--- src/rtl/spi_slave_rx.sv ---
`default_nettype none
// ============================================================================
// Module   : spi_slave_rx
// Purpose  : SPI peripheral-side receiver. Synchronizes sclk/cs/mosi into clk,
//            deserializes LSB-first frames of DATA_W bits and strobes done.
//            Optional macro SPI_SLAVE_RX_FRAME_ERR_EN adds a frame_err output.
// Revision : 1.0 - initial release
// ============================================================================
module spi_slave_rx #(
    parameter int DATA_W      = 12,
    parameter int SYNC_STAGES = 2,
    parameter int LEAD_EDGES  = 1
) (
    input  logic              clk,
    input  logic              rst,
    input  logic              sclk,
    input  logic              cs,
    input  logic              mosi,
    output logic [DATA_W-1:0] dout,
    output logic              done,
    output logic              busy
`ifdef SPI_SLAVE_RX_FRAME_ERR_EN
    ,
    output logic              frame_err
`endif
);

    localparam int c_BIT_W  = $clog2(DATA_W + 1);
    localparam int c_LEAD_W = (LEAD_EDGES > 0) ? $clog2(LEAD_EDGES + 1) : 1;

    localparam logic [c_BIT_W-1:0]  c_BIT_LAST = c_BIT_W'(DATA_W - 1);
    localparam logic [c_BIT_W-1:0]  c_BIT_ONE  = c_BIT_W'(1);
    localparam logic [c_LEAD_W-1:0] c_LEAD_MAX = c_LEAD_W'(LEAD_EDGES);
    localparam logic [c_LEAD_W-1:0] c_LEAD_ONE = c_LEAD_W'(1);

    typedef enum logic [1:0] {
        S_IDLE = 2'd0,
        S_RECV = 2'd1,
        S_HOLD = 2'd2
    } state_t;

    state_t                  r_state;
    logic [SYNC_STAGES-1:0]  r_sclk_sync;
    logic [SYNC_STAGES-1:0]  r_cs_sync;
    logic [SYNC_STAGES-1:0]  r_mosi_sync;
    logic                    r_sclk_prev;
    logic [DATA_W-1:0]       r_shift;
    logic [c_BIT_W-1:0]      r_bit_cnt;
    logic [c_LEAD_W-1:0]     r_lead_cnt;
`ifdef SPI_SLAVE_RX_FRAME_ERR_EN
    logic                    r_ovf_seen;
`endif

    logic w_sclk_s;
    logic w_cs_s;
    logic w_mosi_s;
    logic w_fall;

    assign w_sclk_s = r_sclk_sync[SYNC_STAGES-1];
    assign w_cs_s   = r_cs_sync[SYNC_STAGES-1];
    assign w_mosi_s = r_mosi_sync[SYNC_STAGES-1];
    assign w_fall   = r_sclk_prev & ~w_sclk_s;

    always_ff @(posedge clk) begin
        if (rst) begin
            r_sclk_sync <= '0;
            r_cs_sync   <= '1;
            r_mosi_sync <= '0;
            r_sclk_prev <= 1'b0;
        end else begin
            r_sclk_sync <= {r_sclk_sync[SYNC_STAGES-2:0], sclk};
            r_cs_sync   <= {r_cs_sync[SYNC_STAGES-2:0], cs};
            r_mosi_sync <= {r_mosi_sync[SYNC_STAGES-2:0], mosi};
            r_sclk_prev <= w_sclk_s;
        end
    end

    always_ff @(posedge clk) begin
        if (rst) begin
            r_state    <= S_IDLE;
            r_shift    <= '0;
            r_bit_cnt  <= '0;
            r_lead_cnt <= '0;
            dout       <= '0;
            done       <= 1'b0;
            busy       <= 1'b0;
`ifdef SPI_SLAVE_RX_FRAME_ERR_EN
            r_ovf_seen <= 1'b0;
            frame_err  <= 1'b0;
`endif
        end else begin
            done <= 1'b0;
`ifdef SPI_SLAVE_RX_FRAME_ERR_EN
            frame_err <= 1'b0;
`endif
            case (r_state)
                S_IDLE: begin
                    busy <= 1'b0;
                    if (!w_cs_s) begin
                        r_shift    <= '0;
                        r_bit_cnt  <= '0;
                        r_lead_cnt <= '0;
                        busy       <= 1'b1;
                        r_state    <= S_RECV;
                    end
                end
                S_RECV: begin
                    // cs rising wins over a coincident sclk fall
                    if (w_cs_s) begin
                        busy    <= 1'b0;
                        r_state <= S_IDLE;
`ifdef SPI_SLAVE_RX_FRAME_ERR_EN
                        frame_err <= 1'b1;
`endif
                    end else if (w_fall) begin
                        if (r_lead_cnt < c_LEAD_MAX) begin
                            r_lead_cnt <= r_lead_cnt + c_LEAD_ONE;
                        end else begin
                            r_shift[r_bit_cnt] <= w_mosi_s;
                            r_bit_cnt          <= r_bit_cnt + c_BIT_ONE;
                            if (r_bit_cnt == c_BIT_LAST) begin
                                // final bit bypasses the shift register so dout lands with done
                                dout    <= {w_mosi_s, r_shift[DATA_W-2:0]};
                                done    <= 1'b1;
                                r_state <= S_HOLD;
`ifdef SPI_SLAVE_RX_FRAME_ERR_EN
                                r_ovf_seen <= 1'b0;
`endif
                            end
                        end
                    end
                end
                S_HOLD: begin
                    if (w_cs_s) begin
                        busy    <= 1'b0;
                        r_state <= S_IDLE;
                    end
`ifdef SPI_SLAVE_RX_FRAME_ERR_EN
                    else if (w_fall && !r_ovf_seen) begin
                        r_ovf_seen <= 1'b1;
                        frame_err  <= 1'b1;
                    end
`endif
                end
                default: begin
                    busy    <= 1'b0;
                    r_state <= S_IDLE;
                end
            endcase
        end
    end

endmodule
`default_nettype wire

--- config.mk ---
export PLATFORM = sky130hd
export DESIGN_NAME = spi_slave_rx
export DESIGN_NICKNAME = d
export VERILOG_FILES = /design/src/rtl/spi_slave_rx.sv
export SDC_FILE = /design/constraint.sdc
export NUM_CORES = 1
export LEC_CHECK = 0
export CORE_MARGIN = 1.5
export CORE_UTILIZATION = 40
export DETAILED_ROUTE_END_ITERATION = 7
export GPL_TIMING_DRIVEN = 0
export PLACE_DENSITY = 0.65
export SETUP_SLACK_MARGIN = 0.2
export SKIP_CTS_REPAIR_TIMING = 1
export SYNTH_ARGS = -nofsm -noshare
export SYNTH_HDL_FRONTEND = slang
export SYNTH_SLANG_ARGS = --single-unit
--- constraint.sdc ---
create_clock -name clk -period 2.3 [get_ports clk]
set_input_delay 0.575 -clock clk [delete_from_list [all_inputs] [get_ports clk]]
set_output_delay 0.575 -clock clk [all_outputs]
set_load 0.01 [all_outputs]
## Word-level counts from Yosys, hierarchy flattened

Cells that the tools add are included.

- Input bits: 5
- Output and inout bits: 14
- Flip-flop bits (word level): 40
- Word-level logic and storage cells: 73

- Add/sub/neg operators: 2
- Reduce and logical (&&, ||, !) cells: 9
- Multiplexer cells: 29
- Bitwise operators: 6
- Equality and inequality tests: 13
- $lt $le $gt $ge: 3

Operators by type and width:

| kind | count |
|---|---|
| 2-to-1 mux 12 bit | 4 |
| case mux 12 bit (2 select lines) | 1 |
| AND reduction 5 bit | 4 |
| 2-to-1 mux 4 bit | 4 |
| bitwise mux 12 bit | 1 |
| 2-to-1 mux 2 bit | 6 |
| inequality test 2 bit, second input constant | 6 |
| inequality test 3 bit, second input constant | 3 |
| 2-to-1 mux 1 bit | 8 |
| case mux 4 bit (2 select lines) | 1 |
| case mux 2 bit (3 select lines) | 1 |
| less-than comparator 4 x 5 -> 1 bit, second input constant | 1 |
| NOT 1 bit | 5 |
| OR reduction 5 bit | 1 |
| adder 4 x 1 -> 4 bit, second input constant | 1 |
| demux 1 bit (select 4 bit) | 1 |
| equality test 4 bit, second input constant | 1 |
| >= comparator 4 x 1 -> 1 bit, second input constant | 1 |
| case mux 1 bit (2 select lines) | 2 |
| equality test 2 x 1 -> 1 bit, second input constant | 1 |
| equality test 2 bit, second input constant | 1 |
| zero test 2 bit | 1 |
| inequality test 2 x 1 -> 1 bit, second input constant | 1 |
| nonzero test 2 bit | 1 |
| other kinds (5) | 5 |

## Depth between registers and ports, before layout

- Depth in word-level cells: 9
- Depth in mapped cells: 7
- Mapped depth without buffers: 6

## Worst setup path after synthesis

Ideal clock, no wire load.

- Kind: reg2reg
- Start: register r_state[0]
- End: register r_state[1]
- Setup time: 0.101 ns
- Cell stages (with the launch flop): 7
- Period minus slack after synthesis: 1.721 ns
- Arrival time: 1.620 ns
- Path slack: 0.579 ns
- Buffers on the path: 0
- Required time: 2.199 ns
- Cells stage by stage: dfxtp_1 inv_1 ha_1 nand3b_1 o32a_4 or4b_1 o41ai_1

- Longest elaborated chain between the ends: 3
- Elaborated cells between the ends (all ways): 10
- Those cells by class: eq/ne: 7; mux: 1; reduce/logical: 2

Ends and longest elaborated chain:

| what | line | source |
|---|---|---|
| start, declared | 42 | `state_t r_state;` |
| start signal, assigned | 80 | `r_state <= S_IDLE;` |
| start signal, assigned | 104 | `r_state <= S_RECV;` |
| start signal, assigned | 111 | `r_state <= S_IDLE;` |
| equality test 2 x 1 -> 1 bit (tied with other cells) | 96 | `case (r_state)` |
| inequality test 3 bit (no source line) / inequality test 2 bit (equally long branches) | n/a |  |
| AND reduction 5 bit (no source line) | n/a |  |

Several ways; a longest one is shown, not always the timed one.
A chain may end at the register's enable or synchronous reset.

## Final worst setup path

- Start: register r_bit_cnt[0]
- End: register dout[8]

- Longest elaborated chain between the ends: 2

Ends and longest elaborated chain:

| what | line | source |
|---|---|---|
| start, declared | 48 | `logic [c_BIT_W-1:0] r_bit_cnt;` |
| start signal, assigned | 120 | `r_bit_cnt <= r_bit_cnt + c_BIT_ONE;` |
| equality test 4 bit | 121 | `if (r_bit_cnt == c_BIT_LAST) begin` |
| AND reduction 5 bit (no source line) | n/a |  |
| end signal, assigned | 123 | `dout <= {w_mosi_s, r_shift[DATA_W-2:0]};` |
| end, declared | 19 | `output logic [DATA_W-1:0] dout,` |

Every way passes these cells.

==> run metrics <==
outcome finished clean; met1 Use GR 0.197; core area roughly 4100 um2; Clk Latency, worst-skew pair between 0.2 and 0.3 ns; Core Util, Final 0.504; CTS root buffer clkbuf_8; fin. max-slew vios 0; Slowest-stage cell, CP nor4_4; worst hold slack about 0.42 ns; Cell variety after synth 34; Mean Syn Cell Area around 9.5 um2; diodes inserted 0; Boundary Pins 19; die area 4800 um2; largest net degree at the start of global routing 11; post-route cell area 2080 um2; nets@finish 224; Worst Hold Class reg -> reg; r2r worst-path depth 6; Req. time, crit path ~2.5 ns; DRC 0; worst setup margin 0.376 ns; post-synthesis cell area 1760 um2; commonest non-fill, non-tap cells in the layout 39 x dfxtp_1, 19 x nor2_1, 18 x clkdlybuf4s50_1; P per Cell Area ~560 nW/um2; number of port buffers 18; Max Cap Violations 0; starting density of the core 0.427; total power around 0.0012 W; Final Hold Viols 0; cts bufs inserted 5; first-pass GRT wire length 5820 um; Wirelength per Cell 12.6 um; total gr overflow 0; Final Cycle Share 0.837; die width 69.3 um; DR pass1 iterations 4; synthesized flop and latch total 39; Slew HR 0.690; worst ir drop on vdd between 200 and 250 uV; aggregate global-route resource usage 0.151; Setup Slack @ Placement -0.264 ns; number of global-route vias before repair between 1000 and 1500; GP Congestion approximately 0.80; Longest Clk Path Bufs 2; synthesis warning total 0; crit-path max cell delay 0.45 ns; clock-pin slew on the worst setup and hold paths about 0.070 ns; Leakage Power 0.781 nW; critical path peak fanout 10; final clock skew 0.00508 ns; Die H 69.3 um; Synth Net Count 199; commonest non-fill, non-tap cell in the layout dfxtp_1; Detail Placement HPWL approximately 2400 um; CTS sink count 39; GRT met3 Usage 0.0392; total vias in the final route between 1000 and 1500; via/cell ratio 5.07; Routed WL 3290 um; initial antenna violation count 0; busiest grt layer met2; unrepaired setup endpoints after global routing no; Arr. time, crit path 2.10 ns; FMAX 0.520 GHz; startpoint types flip-flop; Initial DRC Count 50; min cycle time layout 1.92 ns; Clock H-tree levels 2; Area Growth Syn to Fin 18.1%; post-route ant nets 0; Gate Count Post-Synth 186; Seq/Total Area, Yosys 0.444; WS Path Type reg -> reg; critical path capture point type flip-flop; Final setup viols 0; layout cells sized above 1 0.0857; CTS tree done; Placement Cell Area 2000 um2; Slew @ Worst Pin 0.466 ns; row count 23; GR Layer Usage met2 0.232; Cell Chain, Critical Path ha_1, nand2_1, nor4_4, buf_6, mux2i_1, nor2_1; Hold Crit Depth 1
-- where the power goes --
part	internal [W]	total [W]	switching (W)	leakage (nW)
clock network	0.000202	0.000418	0.000216	0.0371
registers	0.000682	0.000686	0.00000371	0.316
logic	0.0000294	0.0000664	0.0000370	0.428
total	0.000914	0.00117	0.000257	0.781
-- path summary, 6_finish.rpt --
| path | from | endpoint | slack, ns |
|---|---|---|---|
| max | r_bit_cnt[0]$_SDFFE_PP0P_ | dout[8]$_SDFFE_PP0P_ | 0.38 |
| min | r_cs_sync[0]$_SDFF_PP1_ | r_cs_sync[1]$_SDFF_PP1_ | 0.42 |
| max reg2reg | r_bit_cnt[0]$_SDFFE_PP0P_ | dout[8]$_SDFFE_PP0P_ | 0.38 |
| min reg2reg | r_cs_sync[0]$_SDFF_PP1_ | r_cs_sync[1]$_SDFF_PP1_ | 0.42 |
-- worst max-delay path: cells and delay by family (launching register included) --
family / cells / cell delay, ns
fa+ha+maj: 1 / 0.32
buf+inv: 1 / 0.24
flops: 1 / 0.43
mux: 1 / 0.20
simple gates: 3 / 0.63
-- registers in the layout (all words and copies together), names as in the netlist --
| name | count |
|---|---|
| r_sclk_prev | 1 |
| r_cs_sync | 2 |
| dout | 12 |
| done | 1 |
| r_lead_cnt | 1 |
| r_state | 2 |
| r_sclk_sync | 2 |
| r_bit_cnt | 4 |
| r_shift | 11 |
| busy | 1 |
| r_mosi_sync | 2 |
-- through the flow --
step           cells  setup TNS [ns]
2_1_floorplan    186               0
3_3_place_gp     254           -2.02
3_5_place_dp     254           -2.40
4_1_cts          260               0
5_1_grt          260               0
6_report         260               0
-- layer usage --
metal | wire (um) | vias up
li1 | - | 682
met1 | 1620 | 605
met2 | 1470 | 23
met3 | 126 | 7
met4 | 69 | 0
met5 | 0 | -
-- synth_stat cells (all sizes together) --
cell    number  area, um2
o21a         1       7.51
a31oi        1       6.26
buf          2       16.3
and4b        1       11.3
o41ai        1       8.76
o32ai        4       35.0
ha           8        100
or2          3       18.8
inv         12       45.0
a21o         7       52.6
nand2       10       37.5
or3b         2       17.5
nor4         1       21.3
nor2b        8       50.1
a21oi        9       45.0
nand4b       1       8.76
nand3        2       10.0
xnor2        3       26.3
clkbuf       5       18.8
nor2        19       71.3
dfxtp       39        781
nor3         3       15.0
o32a         1       22.5
a21boi       4       30.0
nand3b       3       22.5
mux2i       13        130
and3         1       6.26
and2b        1       8.76
or4b         1       10.0
o21ai       10       53.8
nand2b      10       70.1
-- logic make-up after synthesis --
| family | count (synthesis) | synth area share |
|---|---|---|
| XOR/XNOR | 3 | 0.0149 |
| multiplexers | 13 | 0.0740 |
| AO/OA/AOI/OAI | 38 | 0.149 |
| adder cells (fa/ha/maj) | 8 | 0.0569 |
| buffers and inverters | 19 | 0.0455 |
| AND/OR/NAND/NOR | 66 | 0.216 |
| flip-flops | 39 | 0.444 |
-- area by class of cell --
class	count	area, um2
sequential	39	781
tap	50	62.6
inverter	12	45.0
multi-input combinational	128	897
fill	402	2040
timing repair buffer	18	180
buffer	7	37.5
clock buffer	6	72.6
No activity file was read; power rests on OpenSTA's default activity.
